### src/rtl/c3_path_sweep_pkg.sv
// ---------------------------------------------------------------------------
// c3_path_sweep_pkg
// Shared types and widths for the c3_path exhaustive sweep controller.
//   VEC_W      : width of the stimulus vector index (nx1..nx4)
//   ERR_CNT_W  : width of the failing-vector counter (counts 0..16)
//   SETTLE_W   : width of the settle-cycle setting and its down-counter
//   sweep_state_e : controller FSM states
// ---------------------------------------------------------------------------
package c3_path_sweep_pkg;

    localparam int VEC_W     = 4;
    localparam int ERR_CNT_W = 5;
    localparam int SETTLE_W  = 4;

    localparam logic [VEC_W-1:0] LAST_VEC = {VEC_W{1'b1}};

    typedef enum logic [2:0] {
        ST_IDLE    = 3'd0,
        ST_DRIVE   = 3'd1,
        ST_SETTLE  = 3'd2,
        ST_CAPTURE = 3'd3,
        ST_DONE    = 3'd4
    } sweep_state_e;

    // States in which the current vector is presented on the drive pins.
    function automatic logic drives_vec(input sweep_state_e st);
        return (st == ST_DRIVE) || (st == ST_SETTLE) || (st == ST_CAPTURE);
    endfunction

endpackage

### src/rtl/c3_path_golden.sv
// ---------------------------------------------------------------------------
// c3_path_golden
// Combinational reference model of c3_path, used to form the expected
// outputs for the vector currently being applied.
//   v        : in  - vector index, v[0]=nx1 .. v[3]=nx4
//   exp_nx33 : out - expected nx33 = NOT nx3
//   exp_nx44 : out - expected nx44 = nx4
//   exp_nx12 : out - expected nx12 = NOT (nx1 AND nx2)
// ---------------------------------------------------------------------------
module c3_path_golden
    import c3_path_sweep_pkg::*;
(
    input  logic [VEC_W-1:0] v,
    output logic             exp_nx33,
    output logic             exp_nx44,
    output logic             exp_nx12
);

    logic nx1;
    logic nx2;
    logic nx3;
    logic nx4;

    assign nx1 = v[0];
    assign nx2 = v[1];
    assign nx3 = v[2];
    assign nx4 = v[3];

    assign exp_nx33 = ~nx3;
    assign exp_nx44 = nx4;
    assign exp_nx12 = ~(nx1 & nx2);

endmodule

### src/rtl/c3_path_sweep_ctrl.sv
// ---------------------------------------------------------------------------
// c3_path_sweep_ctrl
// Drives all 16 input combinations into c3_path, waits a programmable
// settle time per vector, captures the three outputs and compares them
// against the golden model. Reports a mismatch count and the first
// failing vector.
//   clk           : in  - clock, rising edge
//   rst           : in  - synchronous active-high reset
//   start         : in  - sweep request, honoured only while idle
//   settle_cycles : in  - settle wait per vector, latched at start
//   drv_nx1..4    : out - registered stimulus to c3_path
//   cap_nx33/44/12: in  - c3_path outputs under test
//   busy          : out - high whenever not idle
//   done          : out - one-cycle pulse at end of sweep
//   err           : out - sticky mismatch flag
//   err_cnt       : out - number of failing vectors
//   err_vec       : out - index of first failing vector
//
// state      | meaning
// -----------+-----------------------------------------------------------
// ST_IDLE    | waiting for start, drive pins low, results held
// ST_DRIVE   | first cycle of a vector on the drive pins
// ST_SETTLE  | down-counter running S cycles for c3_path to settle
// ST_CAPTURE | compare cap_* with golden outputs, advance vector
// ST_DONE    | single-cycle done pulse, drive pins low
// ---------------------------------------------------------------------------
module c3_path_sweep_ctrl
    import c3_path_sweep_pkg::*;
(
    input  logic                 clk,
    input  logic                 rst,
    input  logic                 start,
    input  logic [SETTLE_W-1:0]  settle_cycles,
    output logic                 drv_nx1,
    output logic                 drv_nx2,
    output logic                 drv_nx3,
    output logic                 drv_nx4,
    input  logic                 cap_nx33,
    input  logic                 cap_nx44,
    input  logic                 cap_nx12,
    output logic                 busy,
    output logic                 done,
    output logic                 err,
    output logic [ERR_CNT_W-1:0] err_cnt,
    output logic [VEC_W-1:0]     err_vec
);

    sweep_state_e         state_q,   state_d;
    logic [VEC_W-1:0]     vec_q,     vec_d;
    logic [SETTLE_W-1:0]  settle_q,  settle_d;
    logic [SETTLE_W-1:0]  cnt_q,     cnt_d;
    logic [VEC_W-1:0]     drv_q,     drv_d;
    logic                 busy_q,    busy_d;
    logic                 done_q,    done_d;
    logic                 err_q,     err_d;
    logic [ERR_CNT_W-1:0] err_cnt_q, err_cnt_d;
    logic [VEC_W-1:0]     err_vec_q, err_vec_d;

    logic exp_nx33;
    logic exp_nx44;
    logic exp_nx12;
    logic mismatch;

    c3_path_golden u_golden (
        .v        (vec_q),
        .exp_nx33 (exp_nx33),
        .exp_nx44 (exp_nx44),
        .exp_nx12 (exp_nx12)
    );

    assign mismatch = (cap_nx33 != exp_nx33) |
                      (cap_nx44 != exp_nx44) |
                      (cap_nx12 != exp_nx12);

    always_comb begin
        state_d   = state_q;
        vec_d     = vec_q;
        settle_d  = settle_q;
        cnt_d     = cnt_q;
        err_d     = err_q;
        err_cnt_d = err_cnt_q;
        err_vec_d = err_vec_q;

        case (state_q)
            ST_IDLE: begin
                if (start) begin
                    state_d   = ST_DRIVE;
                    vec_d     = '0;
                    settle_d  = settle_cycles;
                    cnt_d     = '0;
                    err_d     = 1'b0;
                    err_cnt_d = '0;
                    err_vec_d = '0;
                end
            end

            ST_DRIVE: begin
                if (settle_q != '0) begin
                    state_d = ST_SETTLE;
                    cnt_d   = settle_q;
                end else begin
                    state_d = ST_CAPTURE;
                end
            end

            // Counter is loaded with S on entry; leaving when it reads 1
            // gives exactly S cycles in this state.
            ST_SETTLE: begin
                cnt_d = cnt_q - 1'b1;
                if (cnt_q == SETTLE_W'(1)) begin
                    state_d = ST_CAPTURE;
                end
            end

            ST_CAPTURE: begin
                if (mismatch) begin
                    err_d     = 1'b1;
                    err_cnt_d = err_cnt_q + 1'b1;
                    if (!err_q) begin
                        err_vec_d = vec_q;
                    end
                end
                if (vec_q == LAST_VEC) begin
                    state_d = ST_DONE;
                end else begin
                    vec_d   = vec_q + 1'b1;
                    state_d = ST_DRIVE;
                end
            end

            ST_DONE: begin
                state_d = ST_IDLE;
            end

            default: begin
                state_d = ST_IDLE;
            end
        endcase

        // Outputs follow the next state so they are registered yet
        // line up with the state they describe.
        busy_d = (state_d != ST_IDLE);
        done_d = (state_d == ST_DONE);
        drv_d  = drives_vec(state_d) ? vec_d : '0;
    end

    always_ff @(posedge clk) begin
        if (rst) begin
            state_q   <= ST_IDLE;
            vec_q     <= '0;
            settle_q  <= '0;
            cnt_q     <= '0;
            drv_q     <= '0;
            busy_q    <= 1'b0;
            done_q    <= 1'b0;
            err_q     <= 1'b0;
            err_cnt_q <= '0;
            err_vec_q <= '0;
        end else begin
            state_q   <= state_d;
            vec_q     <= vec_d;
            settle_q  <= settle_d;
            cnt_q     <= cnt_d;
            drv_q     <= drv_d;
            busy_q    <= busy_d;
            done_q    <= done_d;
            err_q     <= err_d;
            err_cnt_q <= err_cnt_d;
            err_vec_q <= err_vec_d;
        end
    end

    assign drv_nx1 = drv_q[0];
    assign drv_nx2 = drv_q[1];
    assign drv_nx3 = drv_q[2];
    assign drv_nx4 = drv_q[3];
    assign busy    = busy_q;
    assign done    = done_q;
    assign err     = err_q;
    assign err_cnt = err_cnt_q;
    assign err_vec = err_vec_q;

endmodule

### config.mk
export PLATFORM = sky130hd
export DESIGN_NAME = c3_path_sweep_ctrl
export DESIGN_NICKNAME = d
export VERILOG_FILES = /design/src/rtl/c3_path_sweep_pkg.sv /design/src/rtl/c3_path_golden.sv /design/src/rtl/c3_path_sweep_ctrl.sv
export SDC_FILE = /design/constraint.sdc
export NUM_CORES = 1
export LEC_CHECK = 0
export CORE_ASPECT_RATIO = 1.4
export CORE_MARGIN = 2
export CORE_UTILIZATION = 45
export CTS_BUF_LIST = sky130_fd_sc_hd__clkbuf_16
export CTS_CLUSTER_SIZE = 24
export DETAILED_ROUTE_END_ITERATION = 16
export PLACE_DENSITY_LB_ADDON = 0.1
export SYNTH_ARGS = -nofsm -noshare
export SYNTH_HDL_FRONTEND = slang
export SYNTH_SLANG_ARGS = --single-unit
### constraint.sdc
create_clock -name clk -period 1.7 [get_ports clk]
set_input_delay 0.255 -clock clk [delete_from_list [all_inputs] [get_ports clk]]
set_output_delay 0.255 -clock clk [all_outputs]
set_load 0.02 [all_outputs]
* Yosys cells after proc, flatten, opt, wreduce, memory -nomap -nowiden
Index checks and enable logic that the tools add are counted.
** Storage, ports and cells
- Register bits after elaboration :: 31
- Bits in latches :: 0
- Bits in writable memories :: 0
- Memory bits (read-only) :: 0
- Input bits :: 10
- Output and inout port bits :: 16
- Logic and storage cells :: 67
- Memories :: 0
** Operators by class
- Add/subtract/negate cells :: 3
- Multiply operators :: 0
- Div/mod/pow operators :: 0
- Order comparisons :: 0
- Eq/ne operators :: 16
- Shift operators :: 0
- Mux-type cells :: 20
- Bitwise operators :: 6
- Reduce and logical (&&, ||, !) cells :: 12
** Operators with widths (count)
- 4-bit 2-to-1 mux :: 6
- 4-bit one-hot mux with 2 select lines :: 2
- 3-bit by 2-bit equality test with 1-bit output (second input constant) :: 4
- 3-bit one-hot mux with 4 select lines :: 1
- 4-bit one-hot mux with 3 select lines :: 1
- 5-bit 2-to-1 mux :: 2
- 5-bit one-hot mux with 2 select lines :: 1
- 3-bit 2-to-1 mux :: 3
- 2-bit != test (second input constant) :: 4
- 3-bit by 1-bit equality test with 1-bit output (second input constant) :: 2
- 3-bit AND reduction :: 2
- 3-bit nonzero test :: 2
- 5-bit by 1-bit adder with 5-bit output (second input constant) :: 1
- 4-bit by 1-bit adder with 4-bit output (second input constant) :: 1
- 4-bit by 1-bit equality test with 1-bit output (second input constant) :: 1
- 4-bit equality test (second input constant) :: 1
- 4-bit AND reduction :: 1
- 4-bit nonzero test :: 1
- 4-bit by 1-bit subtractor with 4-bit output (second input constant) :: 1
- 3-bit equality test (second input constant) :: 1
- 3-bit logical NOT :: 1
- 1-bit 2-to-1 mux :: 3
- 1-bit != test :: 3
- 1-bit inverter :: 3
- other kinds (7) :: 9

* Longest topological paths before layout
- Depth in word-level cells :: 8
- Mapped depth :: 6
- Depth with buffers taken out :: 5

* Cells and area by module
Synthesis repeated with hierarchy kept, for this count alone.
** Second synthesis, totals
- Cells, all modules :: 162
- Area total of the unflattened synthesis :: 1428.9 µm²
** By module, submodules not included
- c3_path_sweep_ctrl :: instances 1, cells an instance 159, area each 1413.9 µm², seq. area each 620.6 µm²
- c3_path_golden :: instances 1, cells an instance 3, area each 15.0 µm², seq. area each 0.0 µm²

* Least setup slack after synthesis
No wires, ideal clock.
- Kind :: register to register
- From :: reg vec_q[0]
- To :: reg err_cnt_q[0] (netlist: err_cnt[0])
- Setup time :: 0.118 ns
- Data arrival time :: 1.397 ns
- Data required time :: 1.582 ns
- Setup slack :: 0.185 ns
- Stages on the path, launching flop included :: 7
- Path buffers :: 1
- Clock period less this slack :: 1.515 ns
- Cells stage by stage :: dfxtp_1 -> ha_1 -> clkbuf_2 -> xnor2_1 -> o31ai_2 -> xor2_1 -> nor2_1
** Between the ends
- Cells in the longest elaborated chain, start to end :: 6
** Ends and longest elaborated chain
- from (decl) :: RTL line c3_path_sweep_ctrl.sv:49 : logic [VEC_W-1:0] vec_q, vec_d;
- from (signal assigned) :: RTL line c3_path_sweep_ctrl.sv:161 : vec_q <= vec_d;
- 1-bit AND :: RTL line c3_path_golden.sv:31 : assign exp_nx12 = ~(nx1 & nx2);
- 1-bit inverter :: RTL line c3_path_golden.sv:31
- 1-bit != test :: RTL line c3_path_sweep_ctrl.sv:73 : (cap_nx12 != exp_nx12);
- 1-bit OR :: RTL line c3_path_sweep_ctrl.sv:72 : (cap_nx44 != exp_nx44) |
- 2-bit != test (no line)
- 3-bit AND reduction (no line)
- to (signal assigned) :: RTL line c3_path_sweep_ctrl.sv:168 : err_cnt_q <= err_cnt_d;
- to (decl) :: RTL line c3_path_sweep_ctrl.sv:56 : logic [ERR_CNT_W-1:0] err_cnt_q, err_cnt_d;
Every way passes these cells.
A chain may end at the register's enable or synchronous reset.

* Worst setup path in the final report
- From :: reg err_cnt_q[2] (netlist: err_cnt[2])
- To :: out err_cnt[2]
** RTL lines
- to (decl) :: RTL line c3_path_sweep_ctrl.sv:44 : output logic [ERR_CNT_W-1:0] err_cnt,
No word-level cell between the ends.

==> flow_metrics.tcl <==
set metrics [dict create \
    grt_pass1_wl_um 5990 \
    die_area_um2 3820 \
    overflow 0 \
    drtPass1Iterations 4 \
    worstReg2RegEnd "cnt_q[0]" \
    cts_tree "built" \
    die_h_um 72.3 \
    viasPerCell 5.69 \
    drv_slew 0 \
    crit_buf_inv 1 \
    port_buffers 25 \
    worstPathMaxFanout 6 \
    core_um2 3150 \
    ys_warn_count 0 \
    drt_iter0_markers 17 \
    synthToLayoutAreaGrowth_pct 30.0 \
    vias 1383 \
    crit_arrival_ns 1.32 \
    hold_path.class "reg -> reg" \
    cts_inserted_buffers 5 \
    seqPwrFrac_pct 42.0 \
    synth_nets 187 \
    leakage_nw 0.726 \
    synth_area_leader_cell "dfxtp_1" \
    synth_edf_count 0 \
    clk_root_buffer_cell "clkbuf_16" \
    clkPwrFrac_pct 42.1 \
    ys_seq_elements 31 \
    antenna_found_initial 0 \
    synth_top_cell_area_share_pct 41.3 \
    path_depth 1 \
    p_total_mw 1.92 \
    cp.required_ns 1.44 \
    n_antenna_cell 0 \
    slew_headroom_pct 74.6 \
    cts_sinks 31 \
    num_io_pins 26 \
    nNetsFinal 218 \
    htree_levels 2 \
    finalWirelength_um 3460 \
    crit_slowest_cell "clkdlybuf4s50_1" \
    timing.fmax_mhz 637 \
    rr_worst_depth 4 \
    setup_viol 0 \
    start_util_pct 47.6 \
    hpwl_um 2590 \
    worstSetupEndpointType "output port" \
    cts_buffer_depth 2 \
    crit_chain "clkdlybuf4s50_1" \
    startpoint "err_cnt[2]" \
    fin_cells 243 \
    synthFlopType "dfxtp_1" \
    utilization_pct 61.9 \
    pre_cts_ws_ns -0.108 \
    ir_drop_mv 0.641 \
    synthCells 173 \
    grt_pass1_vias 1412 \
    dp.cells 236 \
    synth_area_per_cell_um2 8.68 \
    post_cts_buffers 0 \
    fin_crit_ns 1.57 \
    nFillCells 308 \
    clock_skew_ns 0.00594 \
    fp.dieW_um 52.8 \
    worstSkewPairLatency_ns 0.27 \
    status "finished, final reports clean" \
    hold_viol_final 0 \
    worst_pin_slew_ns 0.378 \
    synth.most_common_cell "dfxtp_1" \
    grt_max_degree 23 \
    fin_ws_ns 0.129 \
    critPathMaxStageDelay_ns 0.64 \
    power_frac_comb_pct 15.9 \
    drc_errors 0 \
    critPathKind "reg -> out" \
    hold_ws_ns 0.471 \
    cts_resized 0 \
    timing.rr.start "state_q[0]" \
    synth_cell_types 48 \
    finalCritPeriodShare_pct 92.4 \
    p_int_mw 1.43 \
    rsz0062_at_grt "no" \
    hold_buffers 0 \
    synthTopCellsByCount "dfxtp_1, a21oi_1, nand2_1, nand3_1, nor2_1" \
    drv_cap 0 \
    cp_top_family "buffers and inverters" \
    switching_share_pct 25.7 \
    critPathCapture "err_cnt[2]" \
    power_density_nw_per_um2 983 \
    ys_async_sr_fraction_pct 0 \
    r2r_slack_ns 0.13 \
    routedWlPerCell_um 14.2 \
    ys_seq_area_share_pct 41.3 \
    gp_congestion 0.802 \
    switchingPower_mw 0.493 \
    synthesis.area_um2 1500 \
    row_count 24 \
    layout-drive-gt1-share_pct 12.3 \
    grt_usage_pct 21.0 \
    crit_path_start_kind "register" \
    synthTopCellsByArea "dfxtp_1, a21oi_1, nand3_1" \
    ant_nets 0 \
    path_clk_slew_ns 0.05 \
]
sequential cells by signal, indices dropped and copies added (netlist names), 3 cells and up:
| name | cells |
|---|---|
| vec_q | 4 |
| err_cnt | 5 |
| cnt_q | 4 |
| settle_q | 4 |
| state_q | 3 |
| drv_q | 4 |
| err_vec | 4 |
kinds of logic (layout without fill, tap and decap cells):
group                    Yosys count  count (layout)  synth area share [%]
flip-flops                        31              31                  41.3
AND/OR/NAND/NOR                   70              70                  26.5
AO/OA/AOI/OAI                     45              45                  19.4
buffers and inverters             16              47                  5.33
adder cells (fa/ha/maj)            4               4                  3.33
XOR/XNOR                           7               7                  4.08
cell type report:
type | instances | area [µm²] | share of cell area (%)
Clock buffer | 5 | 125 | 6.41
Multi-Input combinational cell | 126 | 801 | 41.0
Timing Repair Buffer | 36 | 333 | 17.1
Tap cell | 39 | 48.8 | 2.50
Clock inverter | 2 | 8.76 | 0.449
Sequential cell | 31 | 621 | 31.8
Inverter | 4 | 15.0 | 0.769
power by group through the flow:
| stage | sequential [mW] | clock, mW | combinational [mW] |
|---|---|---|---|
| detailed placement | 0.820 | 0 | 0.305 |
| finish | 0.806 | 0.808 | 0.305 |
| global placement | 0.817 | 0 | 0.298 |
| CTS | 0.805 | 0.829 | 0.307 |
| global route | 0.811 | 0.855 | 0.339 |
| floorplan | 0.805 | 0 | 0.220 |
metrics by stage:
| stage | setup TNS, ns | area (µm²) |
|---|---|---|
| floorplan | 0 | 1500 |
| global placement | -0.830 | 1820 |
| detailed placement | -0.795 | 1820 |
| CTS | 0 | 1950 |
| global route | 0 | 1950 |
| finish | 0 | 1950 |
worst min-delay path by stage:
stage	cells after the start	end	from	slack [ns]
after floorplan	2	settle_q[0]	settle_cycles[0]	0.39
after detailed placement	2	err_vec[3]	err_vec[3]	0.46
final	2	settle_q[1]	settle_q[1]	0.47
after global routing	2	err_vec[3]	err_vec[3]	0.48
after global placement	2	err_vec[3]	err_vec[3]	0.46
after CTS	2	settle_q[1]	settle_q[1]	0.47
routing by layer:
| metal | global-route usage, % | share of wire, % |
|---|---|---|
| met4 | 9.97 | 1.7 |
| met2 | 37.9 | 54 |
| met3 | 4.32 | 3.2 |
| met1 | 22.7 | 41 |
| met5 | 0 | 0 |
cell usage in the layout, fill, tap and decap left out, types with 2 or more instances in the layout:
cell type / synthesis / routed
ha_1: 4 / 4
nor3_1: 8 / 8
o21ai_0: 4 / 4
xnor2_1: 3 / 3
nor2_1: 9 / 9
a21oi_1: 20 / 20
buf_4: 1 / 11
o21ai_1: 2 / 2
nand4_1: 4 / 4
or3b_1: 2 / 2
nor4_1: 2 / 2
clkbuf_16: 0 / 5
nand2b_1: 4 / 4
inv_1: 4 / 4
nand2_1: 17 / 17
nand3_1: 13 / 13
clkdlybuf4s50_1: 0 / 25
a31oi_1: 4 / 4
dfxtp_1: 31 / 31
xor2_1: 4 / 4
Note: power is estimated with default switching activity, not from simulation.
